## src/rtl/mips_mem_pkg.sv

```systemverilog
// Shared definitions for the MEM-stage data-bus controller: opcodes, FSM states
// and the lane/alignment helpers used by both the controller and its aligner.
package mips_mem_pkg;

  localparam int unsigned DATA_W = 32;
  localparam int unsigned OP_W   = 6;
  localparam int unsigned BE_W   = 4;

  localparam logic [OP_W-1:0] OP_LB  = 6'h20;
  localparam logic [OP_W-1:0] OP_LH  = 6'h21;
  localparam logic [OP_W-1:0] OP_LWL = 6'h22;
  localparam logic [OP_W-1:0] OP_LW  = 6'h23;
  localparam logic [OP_W-1:0] OP_LBU = 6'h24;
  localparam logic [OP_W-1:0] OP_LHU = 6'h25;
  localparam logic [OP_W-1:0] OP_LWR = 6'h26;
  localparam logic [OP_W-1:0] OP_SB  = 6'h28;
  localparam logic [OP_W-1:0] OP_SH  = 6'h29;
  localparam logic [OP_W-1:0] OP_SW  = 6'h2B;

  typedef enum logic [1:0] {
    IDLE = 2'd0,
    REQ  = 2'd1,
    DONE = 2'd2
  } state_t;

  // Unknown opcodes under a load/store flag degrade to a full-word access.
  function automatic logic [OP_W-1:0] normalize_op(input logic is_load,
                                                   input logic [OP_W-1:0] op);
    logic [OP_W-1:0] res;
    res = is_load ? OP_LW : OP_SW;
    if (is_load) begin
      case (op)
        OP_LB, OP_LH, OP_LWL, OP_LW, OP_LBU, OP_LHU, OP_LWR: res = op;
        default: res = OP_LW;
      endcase
    end else begin
      case (op)
        OP_SB, OP_SH, OP_SW: res = op;
        default: res = OP_SW;
      endcase
    end
    return res;
  endfunction

  function automatic logic misaligned(input logic [OP_W-1:0] op, input logic [1:0] a);
    logic res;
    res = 1'b0;
    case (op)
      OP_LH, OP_LHU, OP_SH: res = a[0];
      OP_LW, OP_SW:         res = (a != 2'd0);
      default:              res = 1'b0;
    endcase
    return res;
  endfunction

  function automatic logic [BE_W-1:0] lane_mask(input logic [OP_W-1:0] op, input logic [1:0] a);
    logic [BE_W-1:0] res;
    res = 4'b1111;
    case (op)
      OP_SB:   res = 4'b0001 << a;
      OP_SH:   res = a[1] ? 4'b1100 : 4'b0011;
      default: res = 4'b1111;
    endcase
    return res;
  endfunction

  function automatic logic [DATA_W-1:0] store_lanes(input logic [OP_W-1:0] op,
                                                    input logic [DATA_W-1:0] rt);
    logic [DATA_W-1:0] res;
    res = rt;
    case (op)
      OP_SB:   res = {4{rt[7:0]}};
      OP_SH:   res = {2{rt[15:0]}};
      default: res = rt;
    endcase
    return res;
  endfunction

endpackage

```

## src/rtl/load_data_aligner.sv

```systemverilog
// Combinational load formatter: byte/halfword extraction with sign or zero
// extension, and the unaligned lwl/lwr merge with the old register value.
module load_data_aligner
  import mips_mem_pkg::*;
(
  input  logic [DATA_W-1:0] d,
  input  logic [DATA_W-1:0] rt,
  input  logic [OP_W-1:0]   op,
  input  logic [1:0]        a,
  output logic [DATA_W-1:0] result
);

  logic [7:0]  sel_byte;
  logic [15:0] sel_half;
  logic [4:0]  lwl_shift;
  logic [4:0]  lwr_shift;

  assign sel_byte  = d[{a, 3'b000} +: 8];
  assign sel_half  = d[{a[1], 4'b0000} +: 16];
  // 8*(3-a) is simply the inverted offset scaled to bytes.
  assign lwl_shift = {~a, 3'b000};
  assign lwr_shift = {a, 3'b000};

  always_comb begin
    result = d;
    case (op)
      OP_LB:   result = {{24{sel_byte[7]}}, sel_byte};
      OP_LBU:  result = {24'h0, sel_byte};
      OP_LH:   result = {{16{sel_half[15]}}, sel_half};
      OP_LHU:  result = {16'h0, sel_half};
      OP_LWL:  result = (d << lwl_shift) | (rt & ~(32'hFFFF_FFFF << lwl_shift));
      OP_LWR:  result = (d >> lwr_shift) | (rt & ~(32'hFFFF_FFFF >> lwr_shift));
      default: result = d;
    endcase
  end

endmodule

```

## src/rtl/memory_access_stage.sv

```systemverilog
// MEM-stage controller: issues one Avalon-MM read or write per load/store,
// stalls the pipeline until it completes, and returns the formatted load data.
module memory_access_stage
  import mips_mem_pkg::*;
#(
  parameter int unsigned WAIT_TIMEOUT  = 0,
  parameter int unsigned TIMEOUT_WIDTH = 16
) (
  input  logic              clk,
  input  logic              reset,
  input  logic              memory_to_register_memory,
  input  logic              memory_write_memory,
  input  logic [OP_W-1:0]   op_memory,
  input  logic [DATA_W-1:0] ALU_output_memory,
  input  logic [DATA_W-1:0] write_data_memory,
  output logic [DATA_W-1:0] avm_address,
  output logic              avm_read,
  output logic              avm_write,
  output logic [BE_W-1:0]   avm_byteenable,
  output logic [DATA_W-1:0] avm_writedata,
  input  logic [DATA_W-1:0] avm_readdata,
  input  logic              avm_waitrequest,
  output logic [DATA_W-1:0] read_data_memory,
  output logic              memory_stall,
  output logic              address_error,
  output logic              bus_timeout
);

  localparam logic [TIMEOUT_WIDTH-1:0] TIMEOUT_LIMIT = TIMEOUT_WIDTH'(WAIT_TIMEOUT);
  localparam logic [TIMEOUT_WIDTH-1:0] COUNT_MAX     = '1;

  state_t                   state;
  logic [OP_W-1:0]          op_q;
  logic [1:0]               a_q;
  logic [DATA_W-1:0]        rt_q;
  logic [TIMEOUT_WIDTH-1:0] wait_cnt;
  logic [TIMEOUT_WIDTH-1:0] wait_next;
  logic                     pending;
  logic                     timeout_hit;
  logic [OP_W-1:0]          op_eff;
  logic [1:0]               a;
  logic [DATA_W-1:0]        load_result;

  assign pending      = memory_to_register_memory | memory_write_memory;
  assign a            = ALU_output_memory[1:0];
  assign op_eff       = normalize_op(memory_to_register_memory, op_memory);
  assign memory_stall = pending && (state != DONE);
  assign wait_next    = (wait_cnt == COUNT_MAX) ? wait_cnt : wait_cnt + TIMEOUT_WIDTH'(1);
  assign timeout_hit  = (WAIT_TIMEOUT != 0) && (wait_next >= TIMEOUT_LIMIT);

  load_data_aligner u_aligner (
    .d      (avm_readdata),
    .rt     (rt_q),
    .op     (op_q),
    .a      (a_q),
    .result (load_result)
  );

  // Access sequencer; the pipeline advances on the edge that leaves DONE.
  always_ff @(posedge clk or posedge reset) begin
    if (reset) begin
      state            <= IDLE;
      op_q             <= '0;
      a_q              <= '0;
      rt_q             <= '0;
      wait_cnt         <= '0;
      avm_address      <= '0;
      avm_read         <= 1'b0;
      avm_write        <= 1'b0;
      avm_byteenable   <= '0;
      avm_writedata    <= '0;
      read_data_memory <= '0;
      address_error    <= 1'b0;
      bus_timeout      <= 1'b0;
    end else begin
      case (state)
        IDLE: begin
          if (pending) begin
            op_q     <= op_eff;
            a_q      <= a;
            rt_q     <= write_data_memory;
            wait_cnt <= '0;
            if (misaligned(op_eff, a)) begin
              state            <= DONE;
              address_error    <= 1'b1;
              read_data_memory <= '0;
            end else begin
              state          <= REQ;
              avm_address    <= {ALU_output_memory[DATA_W-1:2], 2'b00};
              avm_read       <= memory_to_register_memory;
              avm_write      <= ~memory_to_register_memory;
              avm_byteenable <= lane_mask(op_eff, a);
              if (!memory_to_register_memory) begin
                avm_writedata <= store_lanes(op_eff, write_data_memory);
              end
            end
          end
        end
        REQ: begin
          if (!avm_waitrequest) begin
            avm_read  <= 1'b0;
            avm_write <= 1'b0;
            if (avm_read) begin
              read_data_memory <= load_result;
            end
            state <= DONE;
          end else if (timeout_hit) begin
            avm_read         <= 1'b0;
            avm_write        <= 1'b0;
            bus_timeout      <= 1'b1;
            read_data_memory <= '0;
            state            <= DONE;
          end else begin
            wait_cnt <= wait_next;
          end
        end
        DONE: begin
          address_error <= 1'b0;
          bus_timeout   <= 1'b0;
          state         <= IDLE;
        end
        default: state <= IDLE;
      endcase
    end
  end

endmodule

```

## config.mk

```make
export PLATFORM = sky130hd
export DESIGN_NAME = memory_access_stage
export DESIGN_NICKNAME = d
export VERILOG_FILES = /design/src/rtl/mips_mem_pkg.sv /design/src/rtl/load_data_aligner.sv /design/src/rtl/memory_access_stage.sv
export SDC_FILE = /design/constraint.sdc
export NUM_CORES = 1
export LEC_CHECK = 0
export ABC_AREA = 1
export BUFFER_PORTS_ARGS = -buffer_cell sky130_fd_sc_hd__buf_2
export CAP_MARGIN = 10
export CORE_MARGIN = 1
export CORE_UTILIZATION = 59
export CTS_CLUSTER_DIAMETER = 200
export DETAILED_ROUTE_END_ITERATION = 8
export GPL_TIMING_DRIVEN = 0
export PLACE_DENSITY = 0.87
export SYNTH_ARGS = -nofsm -noshare
export SYNTH_HDL_FRONTEND = slang
export SYNTH_HIERARCHICAL = 1
export SYNTH_SLANG_ARGS = --single-unit
```

## constraint.sdc

```tcl
create_clock -name clk -period 8 [get_ports clk]
set_input_delay 0.4 -clock clk [delete_from_list [all_inputs] [get_ports clk]]
set_output_delay 0.4 -clock clk [all_outputs]
set_load 0.02 [all_outputs]
```

* Word-level counts from Yosys, hierarchy flattened *
Index checks and enable logic that the tools add are counted.

storage, ports and cells
  register bits after elaboration = 143
  input port bits = 107
  output and inout bits = 105
  word-level logic and storage cells = 103

cells by class
  shift operators = 7
  bitwise gates (word level) = 10
  muxes and demuxes = 29
  equal/unequal tests = 30
  reductions and logical operators = 16

operators with widths
  kind                                                                  count
  32-bit case mux with 6 select lines                                   1
  6-bit == test, second input constant                                  22
  32-bit 2-to-1 mux                                                     4
  32-bit case mux with 2 select lines                                   2
  32-bit AND                                                            2
  32-bit inverter                                                       2
  32-bit bitwise OR                                                     2
  32-bit by 6-bit indexed part select with 16-bit output                1
  32-bit by 6-bit indexed part select with 8-bit output                 1
  32-bit by 5-bit left shift with 32-bit output                         1
  32-bit by 5-bit left shift with 32-bit output, first input constant   1
  32-bit by 5-bit right shift with 32-bit output                        1
  32-bit by 5-bit right shift with 32-bit output, first input constant  1
  6-bit 2-to-1 mux                                                      3
  2-bit != test, second input constant                                  6
  1-bit 2-to-1 mux                                                      9
  1-bit case mux with 2 select lines                                    4
  4-bit case mux with 2 select lines                                    1
  4-bit AND reduction                                                   2
  7-bit OR reduction                                                    1
  2-bit 2-to-1 mux                                                      3
  3-bit AND reduction                                                   2
  2-bit nonzero test                                                    3
  3-bit OR reduction                                                    2
  13 further kinds                                                      15

* Longest topological paths before layout *
  word-level depth = 12
  depth in mapped cells = 14
  depth with buffers taken out = 12

* Modules after synthesis *
The synthesis kept the hierarchy.

modules (own cells, without submodules)
  module               area an instance (µm²)  times used  cells an instance  sequential area each (µm²)
  memory_access_stage  6317.3                  1           759                3578.4
  load_data_aligner    2463.6                  1           543                0.0

* Least setup slack after synthesis *
OpenSTA, ideal clock, no wires.

  path type = input to register
  from = input port op_memory[1]
  to = register avm_address[10]
  path slack = 6.423 ns
  data arrival time = 1.461 ns
  stages = 12
  path through = inv_1 nor2_1 nor2_1 nand2_1 nand2_2 o21ai_2 nand2_4 nand3_1 buf_4 buf_6 nand2_1 nand2_1

on the way
  cells in the longest elaborated chain, start to end = 11

ends and longest elaborated chain
  what                                                      RTL line                                text
  start: declaration                                        memory_access_stage.sv:13               input logic [OP_W-1:0] op_memory,
  6-bit == test (on tied branches)                          mips_mem_pkg.sv:32, mips_mem_pkg.sv:37
  7-bit OR reduction or 3-bit OR reduction (tied branches)  mips_mem_pkg.sv:32, mips_mem_pkg.sv:37
  6-bit 2-to-1 mux (on tied branches)                       mips_mem_pkg.sv:32, mips_mem_pkg.sv:37
  6-bit 2-to-1 mux *                                        mips_mem_pkg.sv:31                      if (is_load) begin
  6-bit == test                                             mips_mem_pkg.sv:48                      case (op)
  3-bit OR reduction or 2-bit OR reduction (tied branches)  mips_mem_pkg.sv:48
  1-bit case mux with 2 select lines *                      mips_mem_pkg.sv:48
  1-bit 2-to-1 mux *                                        memory_access_stage.sv:78               if (pending) begin
  1-bit 2-to-1 mux *                                        memory_access_stage.sv:76               case (state)
  1-bit inverter (no line) *                                --
  3-bit AND reduction (no line) *                           --
  end signal: assignment                                    memory_access_stage.sv:89               avm_address <= {ALU_output_memory[DATA_W-1:2], 2'b00};
  end: declaration                                          memory_access_stage.sv:16               output logic [DATA_W-1:0] avm_address,

Every way passes the cells marked *; elsewhere a longest branch is shown, timed or not. The select of a mux whose other input is x is not followed.
A chain may end at the register's enable or synchronous reset.

* Worst setup path after layout *
  from = register a_q[0]
  to = register read_data_memory[8]

on the way
  cells in the longest elaborated chain, start to end = 9

ends and longest elaborated chain
  what                                           RTL line                    text
  start: declaration                             memory_access_stage.sv:34   logic [1:0] a_q;
  start signal: assignment                       memory_access_stage.sv:64   a_q <= '0;
  start signal: assignment                       memory_access_stage.sv:80   a_q <= a;
  2-bit inverter                                 load_data_aligner.sv:21     assign lwl_shift = {~a, 3'b000};
  32-bit by 5-bit left shift with 32-bit output  load_data_aligner.sv:31     OP_LWL: result = (d << lwl_shift) | (rt & ~(32'hFFFF_FFFF << lwl_shift));
  32-bit inverter                                load_data_aligner.sv:31
  32-bit AND                                     load_data_aligner.sv:31
  32-bit bitwise OR                              load_data_aligner.sv:31
  32-bit case mux with 6 select lines *          load_data_aligner.sv:26     case (op)
  net load_result[8]                             memory_access_stage.sv:42   logic [DATA_W-1:0] load_result;
  32-bit 2-to-1 mux *                            memory_access_stage.sv:103  if (avm_read) begin
  32-bit 2-to-1 mux *                            memory_access_stage.sv:100  if (!avm_waitrequest) begin
  32-bit case mux with 2 select lines *          memory_access_stage.sv:76
  end signal: assignment                         memory_access_stage.sv:104  read_data_memory <= load_result;
  end: declaration                               memory_access_stage.sv:23   output logic [DATA_W-1:0] read_data_memory,

The timed path passes the listed nets; every way through them passes the cells marked *. The select of a mux whose other input is x is not followed.

==> results.txt <==
layout cells sized above 1 - 21.93%
syn avg cell area - 6.744 um^2
clock skew - 0.01275 ns
cts bufs inserted - 17
total track usage - 39.86%
worst skew pair latency - 0.43 ns
Least-Margin Pin Slew - 0.7458 ns
Detailed Route Iter0 Violations - 1,170
highest routed layer - met4
first-pass GRT wire length - 45.61 mm
Die H - 124.0 um
final worst path period need - 2.197 ns
GRT overflow - 0
Max IR drop VDD - 0.0002385 V
largest net degree at the start of global routing - 104
Pleak - 6.155 nW
die width - 124.0 um
clk buf depth - 2
Nets - 1,640
worst hold slack - 0.1651 ns
RSZ-0062 raised after global routing - false
crit path launch type - flop
Placeable Area - 14,530 um^2
Site Rows - 44
max_slew headroom - 50.28%
Top cell by count, worst path - nand2_1
post-synthesis cell area - 8781 um^2
drt total wl - 30.55 mm
fin util - 73.70%
# DRC - 0
DR vias - 9,832
H-tree levels - 4
Routed met2 length - 13.95 mm
per-cell routed wire length - 17.66 um
initial antenna violation count - 0
Seq/Total Area, Yosys - 40.75%
clk slew on worst S/H paths - 0.06 ns
Routed met3 length - 3.229 mm
CP cell instances - buf_4 > inv_2 > nand2_1 > nand2_1 > nand2_1 > nand2_2 > nand2_1 > nand2_1 > nor2_1 > nand2_1 > nand2_1 > nand3b_1 > nand2_1
Area growth syn-to-layout - 21.99%
total I/O pin count - 212
max-cap violation count - 0
# port buffers - 208
Hold Violations, Final - 0
die area - 15,370 um^2
Sink Count - 143
Slowest-stage cell, CP - dfrtp_1
Mapped Cells - 1,302
vias in the first global route - 8,714
final worst-path cycle share - 27.47%
power per cell area - 372.6 nW/um^2
Worst setup EP type - flop
Worst EP required - 8.37 ns
Crit Path Class - flop to flop
Final setup viols - 0
Fmax achieved - 0.4551 GHz
DRT met1 WL - 12.17 mm
max incr delay on CP - 0.39 ns
antenna cells - 0
Vias per Instance - 5.683
initial core utilization - 60.42%
#FFs+latches synth - 143
outcome - finished clean
cells resized by post-CTS repair - 0
Final ANT Viol Nets - 0
TritonRoute pass-1 iters - 7
Root Buffer Master - clkbuf_16
maximum net fanout on the critical path - 8
Warnings, synthesis - 6
arrival time of the worst setup path - 2.56 ns
Post-DP HPWL - 22.07 mm
worst min path class - input port to flop
Cell variety after synth - 39
Fin Setup TNS - 0 ns
Slew Viols, Final - 0
Placer Congestion - 0.9903
TritonCTS clock tree - done
## final timing paths
kind                                       start              endpoint  slack [ns]  depth (start not counted)
max in group asynchronous                  reset              rt_q[26]        6.64                          4
setup / recovery                          a_q[0]   read_data_memory[8]        5.80                         13
hold / removal             ALU_output_memory[29]       avm_address[29]        0.17                          3
setup reg to reg                          a_q[0]   read_data_memory[8]        5.80                         13
hold reg to reg             read_data_memory[12]  read_data_memory[12]        0.46                          2
min in group asynchronous                  reset  read_data_memory[21]        0.54                          3
## power by group
group | total [mW] | switching, mW | internal, mW
Sequential | 1.24 | 0.212 | 1.03
Combinational | 1.92 | 1.31 | 0.607
Clock | 0.831 | 0.336 | 0.496
## cells by family (layout without fill, tap and decap cells)
| logic type | Yosys count | count (layout) | synth area share (%) |
|---|---|---|---|
| AND/OR/NAND/NOR | 937 | 937 | 46.02 |
| flip-flops | 143 | 143 | 40.75 |
| buffers and inverters | 139 | 381 | 7.723 |
| AO/OA/AOI/OAI | 82 | 82 | 5.458 |
| other | 1 | 3 | 0.04271 |
## sequential cells by signal (all words and copies together) (netlist names)
name              flops
a_q                   2
address_error         1
avm_address          30
avm_byteenable        4
avm_read              1
avm_write             1
avm_writedata        32
op_q                  6
read_data_memory     32
rt_q                 32
state                 2
## cells in the final DEF (no fill, tap or decap), drive strengths merged
cell,netlist,routed
inv,62,66
o31ai,1,1
bufinv,0,3
o21a,5,5
clkbuf,17,35
buf,60,269
nand3b,33,33
a31oi,2,2
nand4,18,18
o21ai,49,49
clkinv,0,3
dfrtp,143,143
nand2,633,633
a21boi,1,1
and2,2,2
conb,1,3
nand3,165,165
dlygate4sd3,0,1
or2,15,15
a21oi,20,20
clkinvlp,0,4
o2111ai,4,4
nor2,70,70
nor3,1,1
## synthesized netlist by cell type, drive strengths merged
cell type    n  area (um^2)
buf         60        381.6
a21oi       20        115.1
o2111ai      4        35.03
nor2        70        296.5
and2         2        12.51
dfrtp      143         3578
or2         15        93.84
o31ai        1        7.510
a31oi        2        12.51
nand4       18        133.9
inv         62        232.7
conb         1        3.750
a21boi       1        7.510
nand3b      33        247.7
o21a         5        37.54
nor3         1        5.000
clkbuf      17        63.81
o21ai       49        264.0
nand3      165        840.8
nand2      633         2411
## through the flow
step                area (um^2)  std cells  setup slack [ns]  total power, mW
floorplan                  8788       1304             3.762            2.448
global placement          10060       1696             2.389            3.055
detailed placement        10090       1697             5.970            3.096
CTS                       10710       1730             5.945            3.937
global route              10710       1730             5.725            4.215
finish                    10710       1730             5.803            3.991
## worst max-delay path, delay by kind of cell, from the launching register on
| kind | cells | cell delay, ns |
|---|---|---|
| buffers and inverters | 2 | 0.30 |
| AND/OR/NAND/NOR | 11 | 1.44 |
| flip-flops | 1 | 0.39 |
## layout make-up
type                       instances  area [um^2]
fill                            1189         3822
clock buffer                      18        429.2
multi-input combinational       1022         4532
buffer                            77        445.4
inverter                          62        237.7
timing repair buffer             210         1079
sequential                       143         3578
clock inverter                    14        180.2
tap                              184        230.2
## per-layer routing
layer | up-vias | track usage, %
met4 | 0 | 18.23
met1 | 4483 | 52.38
li1 | 4592 | -
met3 | 96 | 7.601
met2 | 661 | 63.68
met5 | - | 0
## repair_timing
item,4_1_cts,5_1_grt
setup buffers,0,0
hold buffers,1,0
hold endpoints to repair,40,0
(Power assumes the default switching activity.)
